**config.mk**
```make
export PLATFORM = sky130hd
export DESIGN_NAME = wb_slave_mux
export DESIGN_NICKNAME = d
export VERILOG_FILES = /design/src/rtl/wb_mux_pkg.sv /design/src/rtl/wb_mux_timeout.sv /design/src/rtl/wb_slave_mux.sv
export SDC_FILE = /design/constraint.sdc
export NUM_CORES = 1
export LEC_CHECK = 0
export CAP_MARGIN = 15
export CORE_MARGIN = 10
export CORE_UTILIZATION = 31
export DETAILED_ROUTE_END_ITERATION = 10
export GPL_ROUTABILITY_DRIVEN = 0
export PLACE_DENSITY = 0.95
export SYNTH_ARGS = -nofsm -noshare
export SYNTH_HDL_FRONTEND = slang
export SYNTH_SLANG_ARGS = --single-unit
export TNS_END_PERCENT = 5
```
**constraint.sdc**
```tcl
create_clock -name wb_clk_i -period 4.95 [get_ports wb_clk_i]
set_input_delay 1.485 -clock wb_clk_i [delete_from_list [all_inputs] [get_ports wb_clk_i]]
set_output_delay 1.485 -clock wb_clk_i [all_outputs]
set_load 0.005 [all_outputs]
```
**src/rtl/wb_mux_pkg.sv**
```systemverilog
// wb_mux_pkg: shared state encoding, default error data and counter sizing for wb_slave_mux
package wb_mux_pkg;
  typedef enum logic [1:0] {IDLE, BUSY, ERR} state_e;
  localparam logic [31:0] ERR_DATA_DEF = 32'hDEADBEEF;
  function automatic int cnt_w(input int t);
    return $clog2(t + 1);
  endfunction
endpackage

```
**src/rtl/wb_mux_timeout.sv**
```systemverilog
// wb_mux_timeout: saturating response-wait counter with load-to-one, clear and expire flag
module wb_mux_timeout #(
  parameter int W     = 8,
  parameter int LIMIT = 255
) (
  input  logic clk_i,
  input  logic rst_i,
  input  logic clr_i,
  input  logic load_i,
  input  logic en_i,
  output logic expire_o
);
  logic [W-1:0] cnt_q, cnt_d;
  assign expire_o = cnt_q == W'(LIMIT);
  always_comb cnt_d = clr_i ? '0 : load_i ? W'(1) : (en_i & !expire_o) ? cnt_q + W'(1) : cnt_q;
  always_ff @(posedge clk_i or posedge rst_i)
    if (rst_i) cnt_q <= '0;
    else cnt_q <= cnt_d;
endmodule

```
**src/rtl/wb_slave_mux.sv**
```systemverilog
// wb_slave_mux: Wishbone-classic slave decoder with timeout watchdog and registered error response.
// Define WB_MUX_STATS_EN to add the err_cnt_o / err_adr_o error statistics ports.
module wb_slave_mux
  import wb_mux_pkg::*;
#(
  parameter int          N_SLV    = 4,
  parameter int          SEL_LSB  = 14,
  parameter int          SEL_W    = 2,
  parameter int          TIMEOUT  = 255,
  parameter logic [31:0] ERR_DATA = ERR_DATA_DEF
) (
  input  logic               wb_clk_i,
  input  logic               wb_rst_i,
  input  logic               wbs_cyc_i,
  input  logic               wbs_stb_i,
  input  logic [31:0]        wbs_adr_i,
  output logic               wbs_ack_o,
  output logic [31:0]        wbs_dat_o,
  output logic [N_SLV-1:0]   s_cyc_o,
  output logic [N_SLV-1:0]   s_stb_o,
  input  logic [N_SLV-1:0]   s_ack_i,
  input  logic [N_SLV*32-1:0] s_dat_i
`ifdef WB_MUX_STATS_EN
  ,
  output logic [15:0]        err_cnt_o,
  output logic [31:0]        err_adr_o
`endif
);
  localparam int CW = cnt_w(TIMEOUT);
  state_e state_q, state_d;
  logic [SEL_W-1:0] slot_q, slot_d, sel, cur;
  logic req, valid, go, ack_s, expire, load, clr, en, unused_adr;
  logic [31:0] dat_s;
  logic [N_SLV-1:0] onehot;
  assign req        = wbs_cyc_i & wbs_stb_i;
  assign sel        = wbs_adr_i[SEL_LSB +: SEL_W];
  assign valid      = int'(sel) < N_SLV;
  assign cur        = (state_q == BUSY) ? slot_q : sel;
  assign unused_adr = ^wbs_adr_i;
  // reset gates the combinational strobe/ack path so outputs drop the instant rst rises
  assign go = !wb_rst_i & req & ((state_q == BUSY) | ((state_q == IDLE) & valid));
  always_comb begin
    ack_s  = 1'b0;
    dat_s  = '0;
    onehot = '0;
    for (int k = 0; k < N_SLV; k++)
      if (cur == SEL_W'(k)) begin
        ack_s     = s_ack_i[k];
        dat_s     = s_dat_i[32*k +: 32];
        onehot[k] = 1'b1;
      end
  end
  assign s_stb_o   = go ? onehot : '0;
  assign s_cyc_o   = go ? onehot : '0;
  assign wbs_ack_o = (state_q == ERR) | (go & ack_s);
  assign wbs_dat_o = (state_q == ERR) ? ERR_DATA : (go & ack_s) ? dat_s : '0;
  always_comb begin
    state_d = state_q;
    slot_d  = slot_q;
    case (state_q)
      IDLE:
        if (req & !valid) state_d = ERR;
        else if (go & !ack_s) begin
          state_d = BUSY;
          slot_d  = sel;
        end
      BUSY:    state_d = (!req | ack_s) ? IDLE : expire ? ERR : BUSY;
      default: state_d = IDLE;
    endcase
  end
  assign load = (state_q == IDLE) & go & !ack_s;
  assign clr  = (state_q == BUSY) & (state_d != BUSY);
  assign en   = (state_q == BUSY) & (state_d == BUSY);
  wb_mux_timeout #(.W(CW), .LIMIT(TIMEOUT)) u_timeout (
    .clk_i    (wb_clk_i),
    .rst_i    (wb_rst_i),
    .clr_i    (clr),
    .load_i   (load),
    .en_i     (en),
    .expire_o (expire)
  );
  always_ff @(posedge wb_clk_i or posedge wb_rst_i)
    if (wb_rst_i) begin
      state_q <= IDLE;
      slot_q  <= '0;
    end else begin
      state_q <= state_d;
      slot_q  <= slot_d;
    end
`ifdef WB_MUX_STATS_EN
  logic [15:0] err_cnt_q;
  logic [31:0] err_adr_q;
  logic        err_entry;
  assign err_entry = (state_d == ERR) & (state_q != ERR);
  always_ff @(posedge wb_clk_i or posedge wb_rst_i)
    if (wb_rst_i) begin
      err_cnt_q <= '0;
      err_adr_q <= '0;
    end else if (err_entry) begin
      err_cnt_q <= (&err_cnt_q) ? err_cnt_q : err_cnt_q + 16'd1;
      err_adr_q <= wbs_adr_i;
    end
  assign err_cnt_o = err_cnt_q;
  assign err_adr_o = err_adr_q;
`endif
endmodule

```
==> impl_metrics.toml, run 1 <==
[finish]
fin_area_um2 = 4000
layout.cells.non_filler = 436
syn_to_final_growth_pct = 104
n_antenna_cell = 0
drive_above_1_share_pct = 20.5
fin_nets = 531
fillerInstances = 455

[logic_synthesis]
synthXorXnorAreaFrac_pct = 0
synth_area_per_cell_um2 = 11.1
muxShareOfSynthArea_pct = 39.7
synth-main-ff-cell = "dfrtp_1"
synth_seq_area_share_pct = 15.3
synth_top_family_by_area = "multiplexers"
syn_inst = 177
synth_edf_count = 0
synthSimpleGateAreaFrac_pct = 15.4
synth_fa_ha_area_share_pct = 0.638
synth_warnings = 0
synth_area_um2 = 1960
ys_async_sr_fraction_pct = 100
yosysUniqueCellTypes = 47
synth_nets = 346
synth_compound_area_share_pct = 21.5
ys_ff_latch = 12

[hold_path]
hold_start = "slot_q[0]"
hold_class = "register to register"

[sta]
timing_hold_violations_final = 0
tightestPinTransition_ns = 0.506
final.setup.tns_ns = 0
setup_violations = 0
fin_skew_ns = 0.00292
grt_setup_unrepaired = "true"
post-route-min-period_ns = 4.95
min_period_over_period_pct = 100
fmax_mhz = 202
drv_slew = 0
slew_headroom_pct = 66.3

[clock_network]
tritoncts = "built"
htree_levels = 1
path_clk_slew_ns = 0.05
clockBufferDepth = 2
clock_sinks = 12
cts_root_buf = "clkbuf_8"
hold_buffers = 0
clk_latency_ns = 0.25
numCtsBuffers = 3

[floorplan]
die_x_um = 99.6
start_util_pct = 32.6
placementRows = 28
core-area_um2 = 6030
ios = 209
fp.dieH_um = 99.6
die_area_um2 = 9910

[power]
seqPwrFrac_pct = 23.6
pwr-share-comb_pct = 53.1
p_per_area_nw_per_um2 = 118
vdd_drop_max_mv = 0.185
clkPwrFrac_pct = 23.3
switching_share_pct = 25.9
p_leak_nw = 2.01
p_sw_mw = 0.122
p_int_mw = 0.350

[route]
route.detailed.drc = 0
first_pass_iters = 4
dr_total_vias = 2398
drt_iter0_drc = 84
vias_per_cell = 5.50
ant_nets = 0
wl_per_cell_um = 25.3
routed_wl_um = 11000

[worst_setup_path]
critPathCaptureType = "output pin"
crit_fanout = 17
crit_type = "input pin to output pin"
required_ns = 3.46
r2r_slack_ns = 2.64
reg2reg_from = "state_q[0]"
arrival_ns = 3.46
crit_start = "s_ack_i[0]"
startpoint_type = "input pin"

[grt]
grt_use_met3_pct = 5.81
grt_busiest_layer = "met2"
antenna_found_initial = 0
grt_overflow = 0
grt_max_degree = 26
met1_usage_pct = 20.5
grt_pass1_vias = 2546
grt_first_pass_wirelength_um = 15900
grt_use_total_pct = 20.6
grt_util_met2_pct = 40.0

[placed_design]
dpl.hpwl_um = 9460
dp_cells = 430
placed_area_um2 = 3900
port_buffers = 178

[run_status]
status = "finished, final reports clean"

[job]
drv_cap = 0
## synth_stat cells (2+ instances only)
master	count	share of area, %
mux4_2	32	37
a21o_1	24	9.2
dfrtp_1	12	15
nand3_1	11	2.8
nand2_1	10	1.9
and2_1	9	2.9
o21ai_0	9	2.3
buf_4	7	2.7
buf_6	5	2.9
clkbuf_1	5	0.96
nor3_1	5	1.3
a21oi_1	4	1.0
and3_1	3	0.96
inv_1	3	0.57
nor2_1	3	0.57
a211oi_1	2	0.77
mux2i_1	2	1.0
o211ai_1	2	0.77
## state kept, by name, summed over array words and instances (netlist names)
| name | flops |
|---|---|
| state_q | 2 |
| u_timeout.cnt_q | 8 |
| slot_q | 2 |
## metrics by stage
stage          worst slack [ns]  power [mW]  hold slack [ns]  util, %
6_report               0.000386       0.472            0.523     66.3
5_1_grt                  -0.145       0.495            0.554     66.3
4_1_cts                 -0.0521       0.474            0.525     65.6
3_5_place_dp             -0.379       0.364            0.513     64.8
3_3_place_gp             -0.299       0.353            0.486     64.8
2_1_floorplan             0.780       0.209            0.464        -
## layout by cell type (no fill, tap or decap), types with 2 or more instances in the layout
cell type,count
a211oi_1,2
nand3_1,11
nor3_1,4
o21ai_0,9
inv_1,3
clkbuf_8,4
buf_4,14
dlygate4sd2_1,18
dfrtp_1,12
mux2i_1,2
o211ai_1,2
nand2_1,10
a21o_1,24
dlymetal6s2s_1,13
buf_12,5
and3_1,3
nor2_1,3
mux4_2,32
clkdlybuf4s50_1,146
and2_1,9
a21oi_1,4
## timing repair
action,4_1_cts,5_1_grt
pin swaps,2,1
setup buffers,1,1
endpoints found under the hold margin,0,0
setup endpoints to repair,35,23
resized for setup,22,15
gates cloned,0,0
## cell families after synthesis
group | after synthesis
DFF | 12
adders and majority gates | 1
AOI/OAI and AO/OA | 54
and+or+nand+nor | 52
buffers and inverters | 22
muxes | 36
## path summary, 6_finish.rpt
check	end	cells after the start
max	wbs_ack_o	8
max reg2reg	u_timeout.cnt_q[3]	8
min in group asynchronous	state_q[1]	2
min	slot_q[0]	2
min reg2reg	slot_q[0]	2
max in group asynchronous	state_q[0]	2
## power groups by stage
stage	sequential (mW)	combinational, mW	clock [mW]
after global routing	0.113	0.265	0.117
after global placement	0.113	0.241	0
final	0.111	0.251	0.110
after CTS	0.112	0.251	0.112
after detailed placement	0.113	0.251	0
after floorplan	0.112	0.0972	0
## final cells by class
class / count / area, um^2 / share of cell area, %
Clock buffer: 4 / 55.1 / 1.38
Inverter: 4 / 15.0 / 0.376
Multi-Input combinational cell: 143 / 1530 / 38.2
Sequential cell: 12 / 300 / 7.51
Tap cell: 75 / 93.8 / 2.35
Timing Repair Buffer: 198 / 2010 / 50.2
## routing by layer
layer	up-vias	routed length [um]
li1	1082	-
met5	-	0
met1	1166	3720
met3	19	942
met2	131	6080
met4	0	286
## critical path, stage by stage
cell	delay [ns]
clkdlybuf4s50_1	0.48
o211ai_1	0.11
a21boi_1	0.15
mux2_4	0.31
nor2_8	0.15
buf_12	0.16
or2_2	0.11
clkdlybuf4s50_1	0.50
No activity file was read; power rests on OpenSTA's default activity.
==> run 2: changes to the inputs <==
--- a/constraint.sdc
+++ b/constraint.sdc
@@ -3,2 +3,2 @@
 set_output_delay 1.485 -clock wb_clk_i [all_outputs]
-set_load 0.005 [all_outputs]
+set_load 0.02 [all_outputs]
==> run 2 against run 1 <==
Against the previous run:
- cell count fell by 0.23%
- sequential share of layout area increased by 0.12 points
- utilization fell by 1.0 points
- clock-buffer cell count is the same
- clock skew is 0.0012 ns lower
- first-iteration DRC count is 3.6% higher
- clock power barely moved
- sequential power about the same
- non-clock buffer count shrank 1
- die area unchanged
- power rose by 0.72%
==> impl_metrics.toml, run 2 (synthesis results as in run 1) <==
[clock_network]
clk_latency_ns = 0.24
clockBufferDepth = 2
clock_sinks = 12
numCtsBuffers = 3
path_clk_slew_ns = 0.06
htree_levels = 1
tritoncts = "built"
hold_buffers = 0
cts_root_buf = "clkbuf_8"

[route]
wl_per_cell_um = 24.8
ant_nets = 0
first_pass_iters = 4
routed_wl_um = 10800
dr_total_vias = 2413
drt_iter0_drc = 87
route.detailed.drc = 0
vias_per_cell = 5.55

[floorplan]
start_util_pct = 32.6
fp.dieH_um = 99.6
placementRows = 28
ios = 209
core-area_um2 = 6030
die_area_um2 = 9910
die_x_um = 99.6

[worst_setup_path]
worst-path-stages = 8
critPathCaptureType = "output pin"
startpoint_type = "input pin"
arrival_ns = 3.38
cpMaxStageDelayCell = "clkdlybuf4s50_1"
r2r_end = "u_timeout.cnt_q[3]"
required_ns = 3.46
endpoint = "wbs_dat_o[22]"
path_delay_family = "buffers and inverters"
reg2reg_from = "state_q[1]"
worst-path-buf-inv = 3
crit_start = "s_ack_i[0]"
crit_type = "input pin to output pin"
path_cells = "clkdlybuf4s50_1 -> o211ai_1 -> a21boi_1 -> mux2_4 -> nor2_8 -> buf_12 -> and2_1 -> clkdlybuf4s15_1"
r2r_slack_ns = 2.73
rr_worst_depth = 6
max_stage_delay_ns = 0.48
crit_fanout = 15

[finish]
layout_commonest_cell = "clkdlybuf4s50_1"
layout.cells.non_filler = 435
finish.utilization_pct = 65.3
final_cell_mix = "clkdlybuf4s50_1, mux4_2, dlygate4sd2_1"
largest_reg_flops = 8
syn_to_final_growth_pct = 101
top_register = "u_timeout.cnt_q"
drive_above_1_share_pct = 20.6
top_regs = "u_timeout.cnt_q: 8 flops, slot_q: 2 flops, state_q: 2 flops"
fin_area_um2 = 3940
fin_nets = 530
fillerInstances = 459
n_antenna_cell = 0

[placed_design]
port_buffers = 178
dpl.hpwl_um = 9250
placed_area_um2 = 3900
dp_slack_ns = -0.444
dp_cells = 430

[power]
pwr-share-comb_pct = 53.4
p_leak_nw = 1.83
p_per_area_nw_per_um2 = 121
seqPwrFrac_pct = 23.6
switching_share_pct = 27.0
p_int_mw = 0.347
vdd_drop_max_mv = 0.161
clkPwrFrac_pct = 23.0
p_sw_mw = 0.129
total_power_mw = 0.476

[sta]
timing_hold_violations_final = 0
final.setup.tns_ns = 0
min_period_over_period_pct = 98.3
slew_headroom_pct = 64.9
setup_violations = 0
grt_setup_unrepaired = "false"
whs_ns = 0.524
fmax_mhz = 205
tightestPinTransition_ns = 0.521
drv_slew = 0
post-route-min-period_ns = 4.87
setup_ws_ns = 0.0834
fin_skew_ns = 0.00174

[hold_path]
hold_start = "slot_q[0]"
hold_class = "register to register"

[run_status]
status = "finished, final reports clean"

[grt]
antenna_found_initial = 0
grt_first_pass_wirelength_um = 16000
grt_pass1_vias = 2598
grt_use_total_pct = 20.5
grt_overflow = 0
grt_max_degree = 26

[job]
drv_cap = 0
run 2: layer usage:
layer / vias up / part of all wire (%) / GRT usage, %
li1: 1080 / - / -
met1: 1189 / 35 / 20.5
met2: 128 / 55 / 40.0
met3: 16 / 7.9 / 5.19
met4: 0 / 2.3 / 6.06
met5: - / 0 / 0
run 2: final cells by class:
cell class | instances | area [um^2] | area share [%]
Tap cell | 75 | 93.8 | 2.38
Multi-Input combinational cell | 143 | 1520 | 38.5
Timing Repair Buffer | 197 | 1960 | 49.7
Sequential cell | 12 | 300 | 7.63
Inverter | 4 | 15.0 | 0.382
Clock buffer | 4 | 55.1 | 1.40
run 2: timing repair:
| action | 4_1_cts | 5_1_grt |
|---|---|---|
| gates resized for setup | 60 | 0 |
| buffers inserted | 1 | 0 |
| setup endpoints to repair | 41 | 0 |
run 2: worst reg2reg max path, delay by kind of cell (launching register included):
family | cells | cell delay (ns)
AOI/OAI and AO/OA | 3 | 0.91
and+or+nand+nor | 2 | 0.60
DFF | 1 | 0.40
buffers and inverters | 1 | 0.21
run 2: worst min path at each step:
stage / endpoint / cells past startpoint / slack (ns)
2_1_floorplan: slot_q[0] / 2 / 0.46
3_3_place_gp: slot_q[0] / 2 / 0.48
3_5_place_dp: slot_q[0] / 2 / 0.51
4_1_cts: slot_q[0] / 2 / 0.52
5_1_grt: slot_q[0] / 2 / 0.56
6_report: slot_q[0] / 2 / 0.52
run 2: power groups by stage:
stage | Sequential [mW] | Clock [mW] | Combinational (mW)
final | 0.112 | 0.109 | 0.254
after global routing | 0.114 | 0.114 | 0.269
after CTS | 0.112 | 0.110 | 0.255
after detailed placement | 0.114 | 0 | 0.257
after global placement | 0.113 | 0 | 0.248
after floorplan | 0.112 | 0 | 0.105
==> run 3: changes to the inputs <==
- REMOVE_ABC_BUFFERS: default -> 1
==> run 3 against run 2 <==
Against the previous run:
- the run now ends with setup timing left
- critical path depth stayed put
- utilization down 0.87 points
- flip-flop and latch count stayed put
- first-iteration DRC count rose by 30%
- largest power group unchanged
- highest routed layer unchanged
==> impl_metrics.toml, run 3 (synthesis results as in run 1) <==
[worst_setup_path]
rr_worst_depth = 6
required_ns = 3.46
startpoint_type = "input pin"
critPathCaptureType = "output pin"
reg2reg_from = "state_q[1]"
r2r_end = "u_timeout.cnt_q[3]"
crit_fanout = 16
arrival_ns = 3.50
crit_type = "input pin to output pin"
r2r_slack_ns = 2.64

[floorplan]
start_util_pct = 32.6
fp.dieH_um = 99.6
placementRows = 28
die_area_um2 = 9910
die_x_um = 99.6
core-area_um2 = 6030
ios = 209

[route]
ant_nets = 0
drt_iter0_drc = 113
dr_total_vias = 2445
vias_per_cell = 5.52
wl_per_cell_um = 25.8
first_pass_iters = 4
routed_wl_um = 11400
route.detailed.drc = 0

[clock_network]
clockBufferDepth = 2
clk_latency_ns = 0.25
path_clk_slew_ns = 0.05
cts_setup_buffers = 0
cts_root_buf = "clkbuf_8"
clock_sinks = 12
numCtsBuffers = 3
htree_levels = 1
hold_buffers = 0
tritoncts = "built"

[sta]
post-route-min-period_ns = 4.99
fmax_mhz = 201
setup_violations = 7
whs_ns = 0.535
grt_setup_unrepaired = "true"
setup_ws_ns = -0.0353
final.setup.tns_ns = -0.135
tightestPinTransition_ns = 0.500
fin_skew_ns = 0.00263
timing_hold_violations_final = 0
min_period_over_period_pct = 101
slew_headroom_pct = 66.7
drv_slew = 0

[placed_design]
port_buffers = 178
placed_area_um2 = 3900
dpl.hpwl_um = 9970

[run_status]
violations = "setup timing"
status = "complete, but fails checks"

[grt]
grt_pass1_vias = 2562
grt_overflow = 0
grt_use_total_pct = 21.8
grt_util_met2_pct = 37.6
grt_first_pass_wirelength_um = 16600
met1_usage_pct = 22.8
grt_use_met3_pct = 10.1
antenna_found_initial = 2
grt_max_degree = 26
grt_busiest_layer = "met2"

[finish]
syn_to_final_growth_pct = 97.9
top_register = "u_timeout.cnt_q"
fin_nets = 535
largest_reg_flops = 8
multi_input_area_um2 = 1520
drive_above_1_share_pct = 30.1
layout_commonest_cell = "clkdlybuf4s50_1"
fin_area_um2 = 3880
final_cell_mix = "clkdlybuf4s50_1, mux4_2, buf_4"
top_regs = "u_timeout.cnt_q: 8 flops, slot_q: 2 flops, state_q: 2 flops"
fillerInstances = 484
ff_latch_area_um2 = 300

[hold_path]
whs_endpoint = "slot_q[0]"
hold_class = "register to register"
hold_start = "slot_q[0]"
whs_path_depth = 2

[power]
p_per_area_nw_per_um2 = 124
vdd_drop_max_mv = 0.110
p_leak_nw = 1.82

[job]
drv_cap = 0
-- run 3: cell count changes in the layout (fill, tap and decap cells not counted), sizes merged --
cell           previous run  this run
clkbuf                    4        17
dlymetal6s2s              0         2
clkdlybuf4s50           136       137
clkdlybuf4s15            14         3
buf                      19        41
dlygate4sd2              28         6
diode                     0         3
-- run 3: repair_timing --
| action | CTS | global route |
|---|---|---|
| hold endpoints to repair | 0 | 0 |
| endpoints found under the setup margin | 41 | 35 |
| resized for setup | 59 | 31 |
| pin swaps | 7 | 1 |
-- run 3: critical path: stages --
cell and delay [ns]:
clkdlybuf4s50_1 0.41, buf_4 0.15, a21oi_4 0.20, buf_12 0.20
buf_6 0.13, mux4_2 0.55, a21o_1 0.20, buf_4 0.15
-- run 3: per-stage QoR --
stage,power (mW),setup slack (ns),std cells,utilization (%)
3_5_place_dp,0.376,-0.311,436,64.7
3_3_place_gp,0.367,-0.289,436,64.7
4_1_cts,0.485,-0.0399,440,65.7
6_report,0.483,-0.0353,443,64.4
5_1_grt,0.503,-0.114,441,64.3
2_1_floorplan,0.212,0.136,159,-
-- run 3: metal layers --
layer | share of wire (%) | wire, um
met4 | 2.9 | 328
met3 | 13 | 1450
met5 | 0 | 0
met2 | 48 | 5550
met1 | 36 | 4110
-- run 3: worst max-delay path by stage --
stage | from | to | slack [ns] | cells past startpoint
2_1_floorplan | wbs_adr_i[14] | wbs_dat_o[0] | 0.14 | 3
3_3_place_gp | wbs_adr_i[14] | wbs_dat_o[17] | -0.29 | 9
3_5_place_dp | wbs_adr_i[14] | wbs_dat_o[1] | -0.31 | 9
4_1_cts | wbs_adr_i[14] | wbs_dat_o[25] | -0.04 | 8
5_1_grt | wbs_adr_i[14] | wbs_dat_o[25] | -0.11 | 8
6_report | wbs_adr_i[14] | wbs_dat_o[25] | -0.04 | 8
-- run 3: area by class of cell --
cell class | count | share of cell area (%)
Sequential cell | 12 | 7.73
Multi-Input combinational cell | 143 | 39.2
Inverter | 4 | 0.387
Timing Repair Buffer | 202 | 48.7
Antenna cell | 3 | 0.193
Tap cell | 75 | 2.42
Clock buffer | 4 | 1.42
-- run 3: where the power goes --
group / internal (mW) / switching (mW) / leakage (nW)
clock: 0.0705 / 0.0390 / 0.0288
sequential: 0.104 / 0.00804 / 0.161
combinational: 0.174 / 0.0874 / 1.63
